`src/rtl/noise_gen_multi.sv`:
```
// Multi-channel pitched noise source: per-channel phase accumulator clocks a 23-bit LFSR
// on each accumulator MSB rising edge, with long/short feedback, test hold and seed load.
module noise_gen_multi #(
  parameter int          NCH    = 3,
  parameter int          FREQ_W = 16,
  parameter int          ACC_W  = 24,
  parameter logic [22:0] SEED   = 23'h37242B
) (
  input  logic                                   clk,
  input  logic                                   rst,
  input  logic                                   en,
  input  logic [NCH*FREQ_W-1:0]                  freq,
  input  logic [NCH-1:0]                         mode,
  input  logic [NCH-1:0]                         test,
  input  logic                                   seed_wr,
  input  logic [((NCH > 1) ? $clog2(NCH) : 1)-1:0] seed_ch,
  input  logic [22:0]                            seed_data,
  output logic [NCH*8-1:0]                       dout,
  output logic [NCH-1:0]                         step
);

  function automatic logic [7:0] taps(input logic [22:0] l);
    return {l[22], l[20], l[16], l[13], l[11], l[7], l[4], l[2]};
  endfunction

  for (genvar k = 0; k < NCH; k++) begin : g_ch
    logic [ACC_W-1:0] acc;
    logic [ACC_W-1:0] acc_next;
    logic [22:0]      lfsr;
    logic [22:0]      lfsr_next;
    logic             step_hit;
    logic             seed_hit;
    logic             locked;
    logic             step_q;
    logic [7:0]       dout_q;

    always_comb begin
      acc_next  = en ? acc + ACC_W'(freq[k*FREQ_W +: FREQ_W]) : acc;
      step_hit  = en & ~acc[ACC_W-1] & acc_next[ACC_W-1];
      seed_hit  = seed_wr && (int'(seed_ch) == k);
      locked    = mode[k] ? (lfsr[14:0] == '0) : (lfsr == '0);
      lfsr_next = lfsr;
      if (test[k])
        lfsr_next = SEED;
      else if (seed_hit)
        lfsr_next = (seed_data == '0) ? SEED : seed_data;
      else if (step_hit)
        lfsr_next = locked ? SEED
                           : {lfsr[21:0], mode[k] ? (lfsr[14] ^ lfsr[13]) : (lfsr[22] ^ lfsr[17])};
    end

    // dout is registered from lfsr_next so it changes on the same edge as lfsr
    always_ff @(posedge clk) begin
      if (rst) begin
        acc    <= '0;
        lfsr   <= SEED;
        step_q <= 1'b0;
        dout_q <= taps(SEED);
      end else begin
        acc    <= test[k] ? '0 : acc_next;
        lfsr   <= lfsr_next;
        step_q <= step_hit & ~test[k] & ~seed_hit;
        dout_q <= taps(lfsr_next);
      end
    end

    assign dout[k*8 +: 8] = dout_q;
    assign step[k]        = step_q;
  end

endmodule

```
`config.mk`:
```
export PLATFORM = sky130hd
export DESIGN_NAME = noise_gen_multi
export DESIGN_NICKNAME = d
export VERILOG_FILES = /design/src/rtl/noise_gen_multi.sv
export SDC_FILE = /design/constraint.sdc
export NUM_CORES = 1
export LEC_CHECK = 0
export CAP_MARGIN = 20
export CORE_AREA = 2 2 190 192
export CTS_CLUSTER_DIAMETER = 120
export CTS_CLUSTER_SIZE = 8
export DETAILED_ROUTE_END_ITERATION = 6
export DIE_AREA = 0 0 192 194
export HOLD_SLACK_MARGIN = 0.08
export REMOVE_ABC_BUFFERS = 1
export SLEW_MARGIN = 25
export SYNTH_ARGS = -nofsm -noshare
export SYNTH_HDL_FRONTEND = slang
export SYNTH_SLANG_ARGS = --single-unit
```
`constraint.sdc`:
```
create_clock -name clk -period 6 [get_ports clk]
set_input_delay 1.5 -clock clk [delete_from_list [all_inputs] [get_ports clk]]
set_output_delay 1.5 -clock clk [all_outputs]
set_load 0.01 [all_outputs]
```
==> metrics.txt <==
# TYPE chip_impl_metric gauge
chip_impl_info{name="root_buffer",value="sky130_fd_sc_hd__clkbuf_16"} 1
chip_impl_metric{name="initial_standard_cell_utilization_of_the_core",unit="%"} 24.7
chip_impl_info{name="library_cell_with_the_highest_instance_count_after_synthesis",value="sky130_fd_sc_hd__dfxtp_1"} 1
chip_impl_metric{name="synth-adder-area-share",unit="%"} 7.58
chip_impl_metric{name="grt_start_max_net_pins",unit=""} 48
chip_impl_metric{name="peak_fanout_along_the_critical_path",unit=""} 24
chip_impl_metric{name="seqCellArea",unit="um2"} 2880
chip_impl_metric{name="max_freq",unit="GHz"} 0.229
chip_impl_metric{name="routedWlPerCell",unit="um"} 15.6
chip_impl_info{name="yosys_most_used_dff",value="sky130_fd_sc_hd__dfxtp_1"} 1
chip_impl_metric{name="drt.antenna.violating_nets",unit=""} 0
chip_impl_metric{name="critPathRequiredTime",unit="ns"} 6.33
chip_impl_metric{name="cts_setup_buffers",unit=""} 0
chip_impl_info{name="critPathSlowestCell",value="sky130_fd_sc_hd__or3_1"} 1
chip_impl_info{name="synth_top_cells_by_count",value="sky130_fd_sc_hd__dfxtp_1 (144), sky130_fd_sc_hd__a21oi_1 (108), sky130_fd_sc_hd__nor2_1 (101), sky130_fd_sc_hd__nand2_1 (88), sky130_fd_sc_hd__o21ai_0 (83)"} 1
chip_impl_info{name="run_status",value="finished, final reports clean"} 1
chip_impl_info{name="combinational_family_with_the_most_area_after_synthesis",value="compound AO/OA/AOI/OAI gates"} 1
chip_impl_metric{name="synth_mux_area_share",unit="%"} 3.91
chip_impl_metric{name="critical_path.max_stage_delay",unit="ns"} 0.75
chip_impl_metric{name="worstHoldPathCells",unit=""} 2
chip_impl_metric{name="overall_die_height",unit="um"} 194
chip_impl_metric{name="core-area",unit="um2"} 35200
chip_impl_metric{name="remaining_drc_errors",unit=""} 0
chip_impl_metric{name="num_rows",unit=""} 69
chip_impl_info{name="timing.critical_path.to_type",value="flip-flop"} 1
chip_impl_info{name="synth_top_cells_by_area",value="sky130_fd_sc_hd__dfxtp_1 (33%), sky130_fd_sc_hd__ha_1 (6.9%), sky130_fd_sc_hd__a21oi_1 (6.2%), sky130_fd_sc_hd__o21ai_0 (4.8%), sky130_fd_sc_hd__nor2_1 (4.4%)"} 1
chip_impl_metric{name="cts.htree.levels",unit=""} 4
chip_impl_metric{name="share_of_synthesized_cell_area_in_and_or_nand_and_nor_gates",unit="%"} 20.7
chip_impl_metric{name="detailroute.via_count",unit=""} 8184
chip_impl_info{name="critPathLaunchType",value="input pin"} 1
chip_impl_info{name="cts_tree",value="built"} 1
chip_impl_metric{name="setup-tns-final",unit="ns"} 0
chip_impl_metric{name="synthArstFlopShare",unit="%"} 0
chip_impl_metric{name="power_density",unit="nW/um2"} 231
chip_impl_metric{name="place.detailed.hpwl",unit="um"} 17800
chip_impl_metric{name="num-nets-final",unit=""} 1275
chip_impl_metric{name="synthCells",unit=""} 1088
chip_impl_metric{name="clk_path_buf_depth",unit=""} 2
chip_impl_metric{name="yosysUniqueCellTypes",unit=""} 62
chip_impl_metric{name="yosys_warnings",unit=""} 0
chip_impl_metric{name="first_global_vias",unit=""} 7783
chip_impl_metric{name="placed_cell_area",unit="um2"} 10000
chip_impl_metric{name="timing.slew.headroom",unit="%"} 40.5
chip_impl_metric{name="gp_congestion",unit=""} 0.823
chip_impl_info{name="hold_crit_class",value="reg -> reg"} 1
chip_impl_info{name="r2r_start",value="g_ch[1].acc[1]$_SDFFE_PP0P_"} 1
chip_impl_metric{name="viasPerCell",unit=""} 5.06
chip_impl_metric{name="track_usage",unit="%"} 13.7
chip_impl_metric{name="timing.clock.skew",unit="ns"} 0.0162
chip_impl_metric{name="multi_input_area",unit="um2"} 5330
chip_impl_metric{name="finalCritPeriodShare",unit="%"} 72.9
chip_impl_metric{name="static-leakage-power",unit="nW"} 3.95
chip_impl_metric{name="power.ir.vdd_worst",unit="uV"} 185
chip_impl_info{name="yosys.area.top_type",value="sky130_fd_sc_hd__dfxtp_1"} 1
chip_impl_metric{name="synth-xor-area-share",unit="%"} 4.12
chip_impl_metric{name="synth_edf_count",unit=""} 0
chip_impl_metric{name="drtIter0Drc",unit=""} 494
chip_impl_metric{name="finalCriticalPeriod",unit="ns"} 4.37
chip_impl_metric{name="worst_ep_arrival_time",unit="ns"} 4.71
chip_impl_metric{name="wire_length_after_detailed_routing",unit="um"} 25200
chip_impl_metric{name="max_cap_violations",unit=""} 0
chip_impl_metric{name="path_buf_inv",unit=""} 1
chip_impl_info{name="rsz0062_at_grt",value="false"} 1
chip_impl_metric{name="boundaryPins",unit=""} 110
chip_impl_metric{name="synth.avg_cell_area",unit="um2"} 8.01
chip_impl_metric{name="clk_pin_slew_worst_paths",unit="ns"} 0.07
chip_impl_metric{name="final_layout_size_suffix_gt1_share",unit="%"} 6.15
chip_impl_metric{name="synth_seq_cells",unit=""} 144
chip_impl_metric{name="timing_hold_violations_final",unit=""} 0
chip_impl_metric{name="floorplan.die_area",unit="um2"} 37200
chip_impl_metric{name="cp_num_cells",unit=""} 9
chip_impl_metric{name="synth_top_area_share",unit="%"} 33.1
chip_impl_metric{name="die_x_extent",unit="um"} 192
chip_impl_metric{name="cts_hold_buf",unit=""} 0
chip_impl_metric{name="post-route-cell-area",unit="um2"} 10600
chip_impl_metric{name="numClockSinks",unit=""} 144
chip_impl_info{name="cp_cell_sequence",value="clkdlybuf4s50_1, ha_1, a211oi_1, o21a_1, a211oi_1, a211oi_1, or3_1, nor3_1, o31ai_1"} 1
chip_impl_metric{name="report.final.setup_viol",unit=""} 0
chip_impl_metric{name="synth_seq_area_share",unit="%"} 33.1
chip_impl_info{name="critical-path-top-cell-by-count",value="sky130_fd_sc_hd__a211oi_1"} 1
chip_impl_metric{name="nFillCells",unit=""} 3744
chip_impl_metric{name="synth_compound_area_share",unit="%"} 24.8
chip_impl_metric{name="syn-cell-area",unit="um2"} 8710
chip_impl_metric{name="cts_inserted_buffers",unit=""} 17
chip_impl_metric{name="max_slew.worst_pin.slew",unit="ns"} 0.889
chip_impl_info{name="cp_endpoint",value="g_ch[1].lfsr[5]$_SDFFE_PP1P_"} 1
chip_impl_metric{name="port_buffers",unit=""} 109
chip_impl_metric{name="globalRouteOverflowTotal",unit=""} 0
chip_impl_info{name="timing.critical_path.max_delay_family",value="compound AO/OA/AOI/OAI gates"} 1
chip_impl_info{name="worst_r2r_endpoint",value="g_ch[1].lfsr[5]$_SDFFE_PP1P_"} 1
chip_impl_metric{name="reg2reg_setup_slack",unit="ns"} 2.83
chip_impl_metric{name="reg2regPathDepth",unit=""} 8
chip_impl_metric{name="postCtsResizedCells",unit=""} 0
chip_impl_metric{name="area_growth",unit="%"} 22.0
chip_impl_metric{name="finalMaxSlewViolations",unit=""} 0
chip_impl_metric{name="detailedRoute.firstPassIterationCount",unit=""} 5
chip_impl_metric{name="clock_latency_on_the_worst_skew_pair",unit="ns"} 0.44
chip_impl_metric{name="antenna_found_initial",unit=""} 2
chip_impl_info{name="setup.worst_path.start",value="freq[17]"} 1
chip_impl_metric{name="first_pass_grt_wire_length",unit="um"} 40800
chip_impl_info{name="timing.setup.critical_path_class",value="in -> reg"} 1
-- flip-flops by register name, summed over array words and instances, names as in the netlist --
register     flops
g_ch.step_q      3
g_ch.acc        72
g_ch.dout_q     24
g_ch.lfsr       45
-- per-stage QoR --
| step | worst slack, ns | total power, mW | hold slack (ns) | std cells | util (%) |
|---|---|---|---|---|---|
| 2_1_floorplan | 1.79 | 1.23 | 0.429 | 1002 | - |
| 3_3_place_gp | 1.32 | 1.38 | 0.446 | 1583 | 28.5 |
| 3_5_place_dp | 1.23 | 1.38 | 0.455 | 1583 | 28.5 |
| 4_1_cts | 1.66 | 2.48 | 0.471 | 1615 | 30.2 |
| 5_1_grt | 1.37 | 2.57 | 0.497 | 1615 | 30.2 |
| 6_report | 1.63 | 2.46 | 0.464 | 1617 | 30.2 |
-- cells in the final DEF, fill, tap and decap left out, drive strengths merged, types with 20 or more instances in the layout --
| cell type | instances |
|---|---|
| clkdlybuf4s50 | 108 |
| a21oi | 109 |
| nor4 | 23 |
| a31oi | 31 |
| mux2i | 34 |
| clkbuf | 20 |
| xnor2 | 24 |
| nand3 | 23 |
| nor3 | 34 |
| ha | 48 |
| nor2 | 101 |
| nand3b | 20 |
| a211oi | 20 |
| o31ai | 24 |
| dfxtp | 144 |
| o21ai | 83 |
| nand2 | 88 |
-- worst register-to-register path, cell delays in order, from the launching register on --
cell and delay (ns):
sky130_fd_sc_hd__dfxtp_1 0.33, sky130_fd_sc_hd__ha_1 0.29, sky130_fd_sc_hd__a211oi_1 0.42, sky130_fd_sc_hd__o21a_1 0.23, sky130_fd_sc_hd__a211oi_1 0.13, sky130_fd_sc_hd__a211oi_1 0.55
sky130_fd_sc_hd__or3_1 0.75, sky130_fd_sc_hd__nor3_1 0.14, sky130_fd_sc_hd__o31ai_1 0.25
-- how the worst min path moves through the flow --
stage	startpoint	endpoint	slack [ns]
after detailed placement	g_ch[2].acc[14]$_SDFFE_PP0P_	g_ch[2].acc[14]$_SDFFE_PP0P_	0.46
after floorplan	g_ch[2].acc[12]$_SDFFE_PP0P_	g_ch[2].acc[12]$_SDFFE_PP0P_	0.43
after global placement	g_ch[2].acc[12]$_SDFFE_PP0P_	g_ch[2].acc[12]$_SDFFE_PP0P_	0.45
after CTS	g_ch[1].acc[4]$_SDFFE_PP0P_	g_ch[1].acc[4]$_SDFFE_PP0P_	0.47
final	g_ch[2].acc[14]$_SDFFE_PP0P_	g_ch[2].acc[14]$_SDFFE_PP0P_	0.46
after global routing	g_ch[2].acc[7]$_SDFFE_PP0P_	g_ch[2].acc[7]$_SDFFE_PP0P_	0.50
-- cells by family (layout without fill, tap and decap cells) --
kind of cell | count (synthesis) | after routing
AND/OR/NAND/NOR | 367 | 367
XOR/XNOR | 41 | 41
adder cells (fa/ha/maj) | 51 | 51
flip-flops | 144 | 144
AO/OA/AOI/OAI | 347 | 347
multiplexers | 34 | 34
buffers and inverters | 104 | 170
other | 0 | 2
-- power by group --
part	total [mW]	switching (mW)	internal, mW
Combinational	0.362	0.198	0.165
Sequential	1.00	0.0194	0.982
Clock	1.09	0.447	0.646
Total	2.46	0.664	1.79
-- metal layers --
layer  wire length [um]  share of wire [%]  GRT usage [%]  vias up
met3               1150                4.6           3.08       43
met2              11900                 47           22.3      160
met4                667                2.6           5.60        0
met1              11500                 46           17.4     3890
met5                  0                  0              0        -
li1                   -                  -              -     4091
-- final cells by class --
class / instances / share of cell area, %
Antenna cell: 2 / 0.0471
Clock buffer: 20 / 4.39
Clock inverter: 12 / 1.27
Inverter: 18 / 0.636
Multi-Input combinational cell: 840 / 50.1
Sequential cell: 144 / 27.1
Tap cell: 461 / 5.43
Timing Repair Buffer: 120 / 11.0
Power figures use the tool's default switching activity.
